## config.mk

```make
export PLATFORM = sky130hd
export DESIGN_NAME = matrix_loader
export DESIGN_NICKNAME = d
export VERILOG_FILES = /design/src/rtl/matrix_loader.sv
export SDC_FILE = /design/constraint.sdc
export NUM_CORES = 1
export LEC_CHECK = 0
export BUFFER_PORTS_ARGS = -buffer_cell sky130_fd_sc_hd__buf_2
export CAP_MARGIN = 30
export CORE_ASPECT_RATIO = 2
export CORE_UTILIZATION = 45
export CTS_CLUSTER_DIAMETER = 30
export DETAILED_ROUTE_END_ITERATION = 8
export HOLD_SLACK_MARGIN = 0.15
export MAX_ROUTING_LAYER = met4
export PLACE_DENSITY = 0.7
export SLEW_MARGIN = 10
export SYNTH_ARGS = -nofsm -noshare
export SYNTH_HDL_FRONTEND = slang
export SYNTH_SLANG_ARGS = --single-unit
```

## constraint.sdc

```tcl
create_clock -name clk -period 4.2 [get_ports clk]
set_input_delay 0.84 -clock clk [delete_from_list [all_inputs] [get_ports clk]]
set_output_delay 0.84 -clock clk [all_outputs]
set_load 0.03 [all_outputs]
```

## src/rtl/matrix_loader.sv

```systemverilog
// matrix_loader: write-side loader for the systolic-array operand banks.
// Accepts one MxM matrix streamed row-major over valid/ready and scatters each
// element into the N1 A banks (bank = row mod N1) or the N2 B banks
// (bank = col mod N2), matching the layout the read address generator uses.
// Optional feature: define MATRIX_LOADER_LAST_CHECK_EN to check in_last framing
// and raise a sticky err; otherwise in_last is ignored and err is tied low.
module matrix_loader #(
  parameter int N1  = 4,
  parameter int N2  = 4,
  parameter int M   = 8,
  parameter int D_W = 8
) (
  input  logic                          clk,
  input  logic                          rst,
  input  logic                          start,
  input  logic                          sel_B,
  input  logic                          in_valid,
  output logic                          in_ready,
  input  logic [D_W-1:0]                in_data,
  input  logic                          in_last,
  output logic [N1-1:0]                 wr_en_A,
  output logic [$clog2((M*M)/N1)-1:0]   wr_addr_A,
  output logic [D_W-1:0]                wr_data_A,
  output logic [N2-1:0]                 wr_en_B,
  output logic [$clog2((M*M)/N2)-1:0]   wr_addr_B,
  output logic [D_W-1:0]                wr_data_B,
  output logic                          busy,
  output logic                          done,
  output logic                          err
);

  localparam int RW    = $clog2(M);
  localparam int AW_A  = $clog2((M*M)/N1);
  localparam int AW_B  = $clog2((M*M)/N2);
  localparam int N1_LG = $clog2(N1);
  localparam int N2_LG = $clog2(N2);

  typedef enum logic [1:0] {
    IDLE = 2'd0,
    LOAD = 2'd1,
    DONE = 2'd2
  } state_t;

  state_t          state_q, state_d;
  logic [RW-1:0]   row, col;
  logic            sel;
  logic            accept;
  logic            last_elem;
  logic            start_acc;
  logic [N1-1:0]   bank_a_oh;
  logic [N2-1:0]   bank_b_oh;
  logic [AW_A-1:0] addr_a;
  logic [AW_B-1:0] addr_b;

  assign in_ready  = (state_q == LOAD);
  assign busy      = (state_q != IDLE);
  assign accept    = in_valid & in_ready;
  assign start_acc = (state_q == IDLE) & start;
  assign last_elem = (row == RW'(M-1)) && (col == RW'(M-1));

  // Power-of-2 geometry: mod is a low-bit mask, divide/multiply are shifts.
  assign bank_a_oh = N1'(1) << (row & RW'(N1-1));
  assign bank_b_oh = N2'(1) << (col & RW'(N2-1));
  assign addr_a    = AW_A'(((int'(row) >> N1_LG) << RW) + int'(col));
  assign addr_b    = AW_B'(((int'(col) >> N2_LG) << RW) + int'(row));

  // State register.
  // NOTE: sequential state uses non-blocking (<=) so every flop samples pre-edge values.
  always_ff @(posedge clk or posedge rst) begin
    if (rst) state_q <= IDLE;
    else     state_q <= state_d;
  end

  // Next-state decode.
  // NOTE: default assigned first so no path leaves state_d unassigned (no latch).
  always_comb begin
    state_d = state_q;
    case (state_q)
      IDLE:    if (start) state_d = LOAD;
      LOAD:    if (accept && last_elem) state_d = DONE;
      DONE:    state_d = IDLE;
      default: state_d = IDLE;
    endcase
  end

  // Element counters, selection latch and registered bank write port.
  // done is registered from DONE, so it pulses the cycle after the final write.
  always_ff @(posedge clk or posedge rst) begin
    if (rst) begin
      row       <= '0;
      col       <= '0;
      sel       <= 1'b0;
      wr_en_A   <= '0;
      wr_addr_A <= '0;
      wr_data_A <= '0;
      wr_en_B   <= '0;
      wr_addr_B <= '0;
      wr_data_B <= '0;
      done      <= 1'b0;
    end else begin
      wr_en_A <= '0;
      wr_en_B <= '0;
      done    <= (state_q == DONE);
      if (start_acc) begin
        sel <= sel_B;
        row <= '0;
        col <= '0;
      end
      if (accept) begin
        if (sel) begin
          wr_en_B   <= bank_b_oh;
          wr_addr_B <= addr_b;
          wr_data_B <= in_data;
        end else begin
          wr_en_A   <= bank_a_oh;
          wr_addr_A <= addr_a;
          wr_data_A <= in_data;
        end
        col <= col + RW'(1);
        if (col == RW'(M-1)) row <= row + RW'(1);
      end
    end
  end

`ifdef MATRIX_LOADER_LAST_CHECK_EN
  logic err_q;

  // Sticky framing error: in_last must be high exactly on the final element.
  always_ff @(posedge clk or posedge rst) begin
    if (rst)                                  err_q <= 1'b0;
    else if (start_acc)                       err_q <= 1'b0;
    else if (accept && (in_last != last_elem)) err_q <= 1'b1;
  end

  assign err = err_q;
`else
  logic unused_in_last;
  assign unused_in_last = in_last;
  assign err            = 1'b0;
`endif

endmodule

```

Word-level counts from Yosys, hierarchy flattened
Index checks and enable logic that the tools add are counted.
Storage, ports and cells
  register bits: 42
  output and inout port bits: 36
Operators by class
  add/sub/neg operators: 4
  equal/unequal tests: 6
  shift operators: 2
  muxes and demuxes: 12
  bitwise gates (word level): 3
  reduce and logical (&&, ||, !) cells: 8
Operators with widths (count)
  4-bit 2-to-1 mux: 4
  3-bit 2-to-1 mux: 5
  4-bit by 3-bit adder with 4-bit output: 2
  1-bit by 2-bit left shift with 4-bit output (first input constant): 2
  3-bit by 1-bit adder with 3-bit output (second input constant): 2
  3-bit equality test (second input constant): 2
  2-bit AND reduction: 3
  2-bit 2-to-1 mux: 2
  2-bit case mux with 2 select lines: 1
  2-bit nonzero test: 2
  1-bit AND: 2
  2-bit by 1-bit equality test with 1-bit output (second input constant): 1
  2-bit equality test (second input constant): 1
  1-bit logical AND: 2
  2-bit logical NOT: 1
  2-bit by 1-bit inequality test with 1-bit output (second input constant): 1
  2-bit inequality test (second input constant): 1
  1-bit NOT: 1

Logic depth before layout (Yosys ltp)
Gate-level depths: netlist of run 1.
  depth in word-level cells: 5
  gate-level depth with buffers: 5

Least setup slack after synthesis of run 1
Ideal clock, no wire load.
  path type: in2reg
  start point: input port in_valid
  end point: register wr_addr_A[3]
  data arrival time: 1759 ps
  required time: 4075 ps
  setup slack: 2316 ps
  stages: 4
  buffers on the path: 1
  path through: inv_2 -> nor4_4 -> buf_6 -> mux2_4
On the way
  longest elaborated chain between the ends: 2
RTL lines
  start, declared: line 17  | input logic in_valid,
  1-bit AND: line 57  | assign accept = in_valid & in_ready;
  2-bit AND reduction (no line)
  end signal, assigned: line 116  | wr_addr_A <= addr_a;
  end, declared: line 22  | output logic [$clog2((M*M)/N1)-1:0] wr_addr_A,
Every way passes these cells.
A chain may end at the register's enable or synchronous reset.

Worst setup path in the final report of run 1
  start point: register state_q[0]
  end point: output port in_ready
On the way
  longest elaborated chain between the ends: 1
RTL lines
  start, declared: line 44  | state_t state_q, state_d;
  start signal, assigned: line 71  | else state_q <= state_d;
  2-bit by 1-bit equality test with 1-bit output: line 55  | assign in_ready = (state_q == LOAD);
  end, declared: line 18  | output logic in_ready,
Every way passes these cells.

==> summary.md, run 1 <==
| Metric | Value |
|---|---|
| Die Y | `between 90 and 100 um` |
| Worst r2r path cells | `4` |
| First-pass GRT wire length | `between 4000 and 5000 um` |
| Reg2Reg Setup Slack | `between 2000 and 2500 ps` |
| CP max-delay cell | `dfrtp_1` |
| Cell Pwr Density | `just over 600 nW/um^2` |
| Area delta synth->final | `23.1%` |
| Clock Skew | `~4.6 ps` |
| Period utilization | `0.515` |
| Congestion Overflow GR | `0` |
| Hold Path Class | `reg -> reg` |
| Gpl congestion | `approximately 0.75` |
| Leak | `around 0.0012 uW` |
| Beginning of the worst hold path | `wr_data_B[1]` |
| Multi-input gate area | `671 um^2` |
| Via Count | `~1100` |
| Number of max-slew violations in the final report | `0` |
| Die area | `4290 um^2` |
| Sequential cell area | `between 1000 and 1500 um^2` |
| Critical Path AT | `between 1000 and 1500 ps` |
| NumNets Final | `approximately 200` |
| Vias in the first global route | `~1100` |
| Final wirelength | `roughly 3000 um` |
| Worst Slack Setup Final | `2040 ps` |
| Peak supply drop | `0.000457 V` |
| DP Area | `~2100 um^2` |
| Synth top cells by count | `dfrtp_1, mux2_2, ha_1` |
| Total global-route track usage | `0.160` |
| Drt via density | `between 5 and 6` |
| Post-CTS Setup Inserts | `0` |
| Post-route ant nets | `0` |
| Worst relative slew slack | `0.603` |
| Num ports | `50` |
| N_diodes | `0` |
| Min cycle time layout | `~2200 ps` |
| H-tree Lvls | `2` |
| PortBufs | `47` |
| Initial antenna violation count | `0` |
| CTS Hold Buffers Added | `0` |
| CTS buffer count | `5` |
| Status | `finished clean` |
| Post-CTS sizing | `0` |
| Clk sinks | `between 40 and 50` |
| Clk_lat worst skew | `slightly below 300 ps` |
| Yosys top cell area share | `0.582` |
| Async set-reset flop share out of synthesis | `1.00` |
| Reg2reg start | `state_q[0]` |
| DR WL/cell | `approximately 13 um` |
| Worst setup SP type | `register` |
| Worst EP required | `between 3000 and 4000 ps` |
| CTS tree | `built` |
| Detailed Routing Iterations Pass 1 | `4` |
| Seq cells post-synth | `between 40 and 50` |
| Share of layout cells above drive strength 1 | `0.545` |
| Crit Reg-Reg Endpoint | `wr_addr_A[2]` |
| Std-Cell Rows | `32` |
| Yosys cell types | `28` |
| Die Wd | `around 47 um` |
| Post-Syn Nets | `roughly 150` |
| Core area | `between 3000 and 4000 um^2` |
| Remaining DRCs | `0` |
| Final setup fails | `0` |
| Number of synthesized flops with an enable pin | `0` |
| Final hold viol count | `0` |
| Syn Area/Cell | `about 15 um^2` |
| Post-synthesis sequential area ratio | `0.582` |
| Clock Tree Buf Depth | `2` |
| Leading area contributor after synthesis | `dfrtp_1` |
| Synthesis Warnings | `0` |
| Initial DRC count | `36` |
| Synthesized area | `about 1800 um^2` |
| Largest net degree at the start of global routing | `43` |
| Fill cells | `between 300 and 400` |
| Hold Path Stages | `1` |
| Root Buffer | `clkbuf_8` |
| Tightest Pin Transition | `between 500 and 600 ps` |
| Final setup TNS | `0 ps` |
| FMAX | `~460 MHz` |
| Worst slack, placed | `roughly 1900 ps` |
| Starting Density | `0.470` |
| Clk slew on worst S/H paths | `roughly 80 ps` |
| Most common cell in the netlist | `dfrtp_1` |
| Worst hold endpoint | `wr_data_B[1]` |
| Critical path class | `reg -> out` |
| Critical path endpoint category | `primary output` |
| Hpwl dp | `2200 um` |
| Ranking of synthesized cells by area | `dfrtp_1, mux2_2, ha_1, mux2_4, a22o_1` |
| Slowest stage delay, CP | `roughly 550 ps` |
| Number of max-cap violations | `0` |
| Crit-path max FO | `10` |
| RSZ-0062 raised after global routing | `no` |
| Synth Flop Type | `dfrtp_1` |
| Cell count after synthesis | `about 120` |
| CP cell instances | `nor2b_2 > buf_2` |
| Finished layout cell area | `approximately 2200 um^2` |
-- through the flow --
stage | utilization | total power (uW) | hold WS (ps) | instances
2_1_floorplan | - | 896 | 512 | 123
3_3_place_gp | 0.539 | 1010 | 481 | 218
3_5_place_dp | 0.543 | 1030 | 490 | 219
4_1_cts | 0.579 | 1400 | 507 | 227
5_1_grt | 0.579 | 1460 | 523 | 227
6_report | 0.579 | 1390 | 504 | 227
-- logic make-up (layout without fill, tap and decap cells) --
family,after synthesis,count (layout),synth area share
DFF,42,42,0.582
other,1,1,0.00208
and+or+nand+nor,19,19,0.0783
buffers and inverters,15,68,0.0471
muxes,27,27,0.180
adders and majority gates,10,10,0.0693
AOI/OAI and AO/OA,9,9,0.0416
-- layout make-up --
cell class	instances	share of cell area
flip-flops and latches	42	0.472
repair buffers	49	0.116
inverters	11	0.0197
well taps	51	0.0287
multi-input cells	66	0.301
clock buffers	5	0.0309
clock inverters	3	0.0309
-- power by group --
| group | switching [uW] | internal [uW] |
|---|---|---|
| clock | 136 | 238 |
| combinational | 265 | 176 |
| sequential | 66.8 | 504 |
-- worst max-delay path by stage --
stage	from	endpoint	slack (ps)	depth (start not counted)
CTS	state_q[0]	in_ready	2030	2
global route	state_q[0]	in_ready	1970	2
floorplan	in_valid	wr_addr_A[3]	2320	4
finish	state_q[0]	in_ready	2040	2
global placement	in_valid	wr_addr_A[2]	1660	4
detailed placement	in_valid	wr_addr_A[2]	1870	5
-- registers in the layout, indices dropped and copies added, names as in the netlist --
register / flops
wr_en_A: 4
col: 3
wr_en_B: 4
row: 3
wr_addr_B: 4
wr_data_A: 8
state_q: 2
done: 1
wr_data_B: 8
wr_addr_A: 4
sel: 1
-- per-layer routing --
layer	part of all wire	up-vias	global-route usage
met2	0.51	43	0.247
met1	0.40	561	0.179
li1	-	523	-
met5	0	-	-
met3	0.051	9	0.0413
met4	0.030	0	0.0905
-- placed cells by master, fill, tap and decap left out --
cell | synthesis | routed
nor2b_1 | 1 | 1
inv_2 | 1 | 1
a22o_1 | 5 | 5
bufinv_16 | 0 | 2
mux2i_1 | 1 | 1
o21bai_1 | 1 | 1
nand3_2 | 1 | 1
and4b_2 | 1 | 1
inv_1 | 9 | 8
buf_4 | 1 | 1
a22o_2 | 1 | 1
buf_2 | 0 | 47
nor2b_2 | 1 | 1
nor3b_1 | 1 | 1
clkinv_1 | 0 | 1
o21ai_0 | 1 | 1
inv_4 | 1 | 1
a41oi_1 | 1 | 1
nor2_1 | 5 | 5
ha_1 | 10 | 10
buf_8 | 0 | 1
clkbuf_8 | 0 | 5
dfrtp_1 | 42 | 42
mux2_2 | 20 | 20
conb_1 | 1 | 1
and4_1 | 1 | 1
nand2_1 | 1 | 1
nor4_4 | 1 | 1
or2_2 | 1 | 1
and2b_2 | 1 | 1
and2_2 | 4 | 4
mux2_4 | 6 | 6
clkinv_4 | 0 | 1
-- critical path, delay by kind of cell, from the launching register on --
family,cells,cell delay [ps]
flops,1,550
simple gates,1,260
buf+inv,1,220
Power figures use the tool's default switching activity.
==> run 2: changes to the inputs <==
- ABC_AREA: default -> 1
- PLACE_DENSITY: 0.7 -> 0.73
- clock period: 4.2 -> 1.9 ns (I/O delays scaled with it)
==> summary.md, run 2 <==
| Metric | Value |
|---|---|
| Clk sinks | `42` |
| Worst Slack Setup Final | `about 320 ps` |
| Final setup TNS | `0 ps` |
| Final setup fails | `0` |
| Clk network pwr share | `0.274` |
| Period utilization | `0.830` |
| Number of max-slew violations in the final report | `0` |
| DR WL/cell | `between 10 and 15 um` |
| Remaining DRCs | `0` |
| Final hold viol count | `0` |
| Root Buffer | `clkbuf_8` |
| P_sw | `roughly 910 uW` |
| Worst setup SP type | `register` |
| RSZ-0062 raised after global routing | `no` |
| Synth Flop Type | `dfrtp_1` |
| Seq cells post-synth | `42` |
| N_diodes | `0` |
| Synthesis Warnings | `0` |
| Yosys top cell area share | `0.584` |
| Hold Path Class | `in -> async` |
| Die Y | `slightly above 90 um` |
| Worst EP required | `roughly 1500 ps` |
| CTS tree | `built` |
| Starting Density | `0.468` |
| CP cell instances | `inv_1 > nor2_1 > buf_2` |
| Clock Tree Buf Depth | `2` |
| H-tree Lvls | `2` |
| Critical path class | `reg -> out` |
| Post-synthesis sequential area ratio | `0.584` |
| Detailed Routing Iterations Pass 1 | `4` |
| Critical path endpoint category | `primary output` |
| Crit-path max FO | `5` |
| Switching Fraction | `0.353` |
| CTS Hold Buffers Added | `0` |
| Post-CTS sizing | `0` |
| FMAX | `634 MHz` |
| Core area | `between 3000 and 4000 um^2` |
| Ranking of synthesized cells by area | `dfrtp_1, nand2_1, nand3_1, ha_1, nor2_1` |
| Congestion Overflow GR | `0` |
| Num ports | `50` |
| Yosys cell types | `17` |
| Crit Reg-Reg Endpoint | `wr_data_A[6]` |
| Leak | `about 0.0013 uW` |
| Min cycle time layout | `approximately 1600 ps` |
| Tightest Pin Transition | `approximately 520 ps` |
| Number of max-cap violations | `0` |
| Via Count | `around 1400` |
| Commonest cells after routing, fill and taps aside | `nand2_1, buf_2, dfrtp_1, nand3_1, nor2_1` |
| Post-Syn Nets | `between 200 and 250` |
| Share of layout cells above drive strength 1 | `0.252` |
| Async set-reset flop share out of synthesis | `1.00` |
| Die Wd | `46.7 um` |
| Post-CTS Setup Inserts | `0` |
| Final wirelength | `around 3600 um` |
| Area delta synth->final | `21.3%` |
| Drt via density | `between 4 and 5` |
| Slowest stage delay, CP | `430 ps` |
| Vias in the first global route | `approximately 1300` |
| PortBufs | `47` |
| Initial DRC count | `32` |
| Peak supply drop | `0.000732 V` |
| Cell Pwr Density | `between 1000 and 1500 nW/um^2` |
| Commonest non-fill, non-tap cell in the layout | `nand2_1` |
| Leading area contributor after synthesis | `dfrtp_1` |
| Gpl congestion | `between 0.8 and 0.9` |
| Syn Area/Cell | `approximately 9.2 um^2` |
| Comb pwr share | `0.268` |
| Critical Path AT | `about 1200 ps` |
| Synth top cells by count | `nand2_1, dfrtp_1, nand3_1` |
| Worst slack, placed | `398 ps` |
| Sequential share of power | `0.458` |
| Status | `finished clean` |
| Largest net degree at the start of global routing | `43` |
| Hpwl dp | `2460 um` |
| Synthesized area | `~1800 um^2` |
| Std-Cell Rows | `32` |
| Internal | `1660 uW` |
| Number of synthesized flops with an enable pin | `0` |
| CP max-delay cell | `dfrtp_1` |
| CTS buffer count | `5` |
| Clock Skew | `6.49 ps` |
| Largest regs | `wr_data_A: 8 flops, wr_data_B: 8 flops` |
| Worst r2r path cells | `6` |
| Worst relative slew slack | `0.652` |
| NumNets Final | `approximately 270` |
| Die area | `approximately 4300 um^2` |
| Most common cell in the netlist | `nand2_1` |
| Clk slew on worst S/H paths | `roughly 80 ps` |
| Reg2Reg Setup Slack | `a little over 400 ps` |
| Initial antenna violation count | `0` |
| Reg2reg start | `state_q[1]` |
| Clk_lat worst skew | `~290 ps` |
| Total global-route track usage | `0.188` |
| Cell count after synthesis | `196` |
| First-pass GRT wire length | `5640 um` |
| Post-route ant nets | `0` |
-- run 2: cell types whose count changed in the layout (fill, tap and decap cells not counted), sizes merged, moves of 2 or more --
cell / change
clkinv: -2
buf: +3
nand3: +31
and2: -4
nor2: +9
nand4: +2
a22o: -6
nor2b: -2
mux2: -26
nand2: +71
-- run 2: critical path, delay by kind of cell, from the launching register on --
family / cells / cell delay, ps
DFF: 1 / 430
buffers and inverters: 2 / 300
and+or+nand+nor: 1 / 180
-- run 2: worst max path at each step --
stage                   endpoint  cells after the start        from  slack [ps]
floorplan                 col[0]                      6  state_q[0]         460
global placement    wr_data_A[4]                      6    in_valid         420
detailed placement  wr_data_A[4]                      6    in_valid         400
CTS                     in_ready                      3  state_q[0]         330
global route        wr_addr_A[2]                      6  state_q[1]         250
finish                  in_ready                      3  state_q[0]         320
-- run 2: kinds of logic (layout without fill, tap and decap cells) --
family                     count (synthesis)  after routing  synth area share
buffers and inverters                     21             71            0.0584
other                                      1              1           0.00208
AOI/OAI and AO/OA                          2              2           0.00555
DFF                                       42             42             0.584
and+or+nand+nor                          120            120             0.281
adders and majority gates                 10             10            0.0695
-- run 2: stage by stage --
| step | utilization | area (um^2) | hold slack [ps] | instances | total power, uW |
|---|---|---|---|---|---|
| 6_report | 0.568 | 2180 | 194 | 297 | 2560 |
| 4_1_cts | 0.568 | 2180 | 212 | 297 | 2590 |
| 5_1_grt | 0.568 | 2180 | 236 | 297 | 2720 |
| 3_5_place_dp | 0.539 | 2070 | 453 | 289 | 1890 |
| 3_3_place_gp | 0.539 | 2070 | 448 | 289 | 1850 |
| 2_1_floorplan | - | 1800 | 482 | 196 | 1670 |
-- run 2: final cells by class --
cell class                      count  area (um^2)
Clock buffer                        6         72.6
Inverter                           11         41.3
Timing Repair Buffer               52          273
Sequential cell                    42         1050
Clock inverter                      2         37.5
Tap cell                           51         63.8
Multi-Input combinational cell    133          644
Fill cell                         376         1660
-- run 2: power by group through the flow --
stage	Combinational (uW)	Clock, uW	Sequential [uW]
floorplan	313	0	1360
global placement	669	0	1180
detailed placement	693	0	1190
CTS	700	714	1180
global route	774	748	1200
finish	688	702	1180
-- run 2: layer usage --
metal | track usage | vias to the layer above | share of wire
met5 | - | - | 0
met4 | 0.0929 | 0 | 0.024
met3 | 0.0358 | 6 | 0.044
met2 | 0.303 | 37 | 0.54
met1 | 0.209 | 664 | 0.39
li1 | - | 710 | -
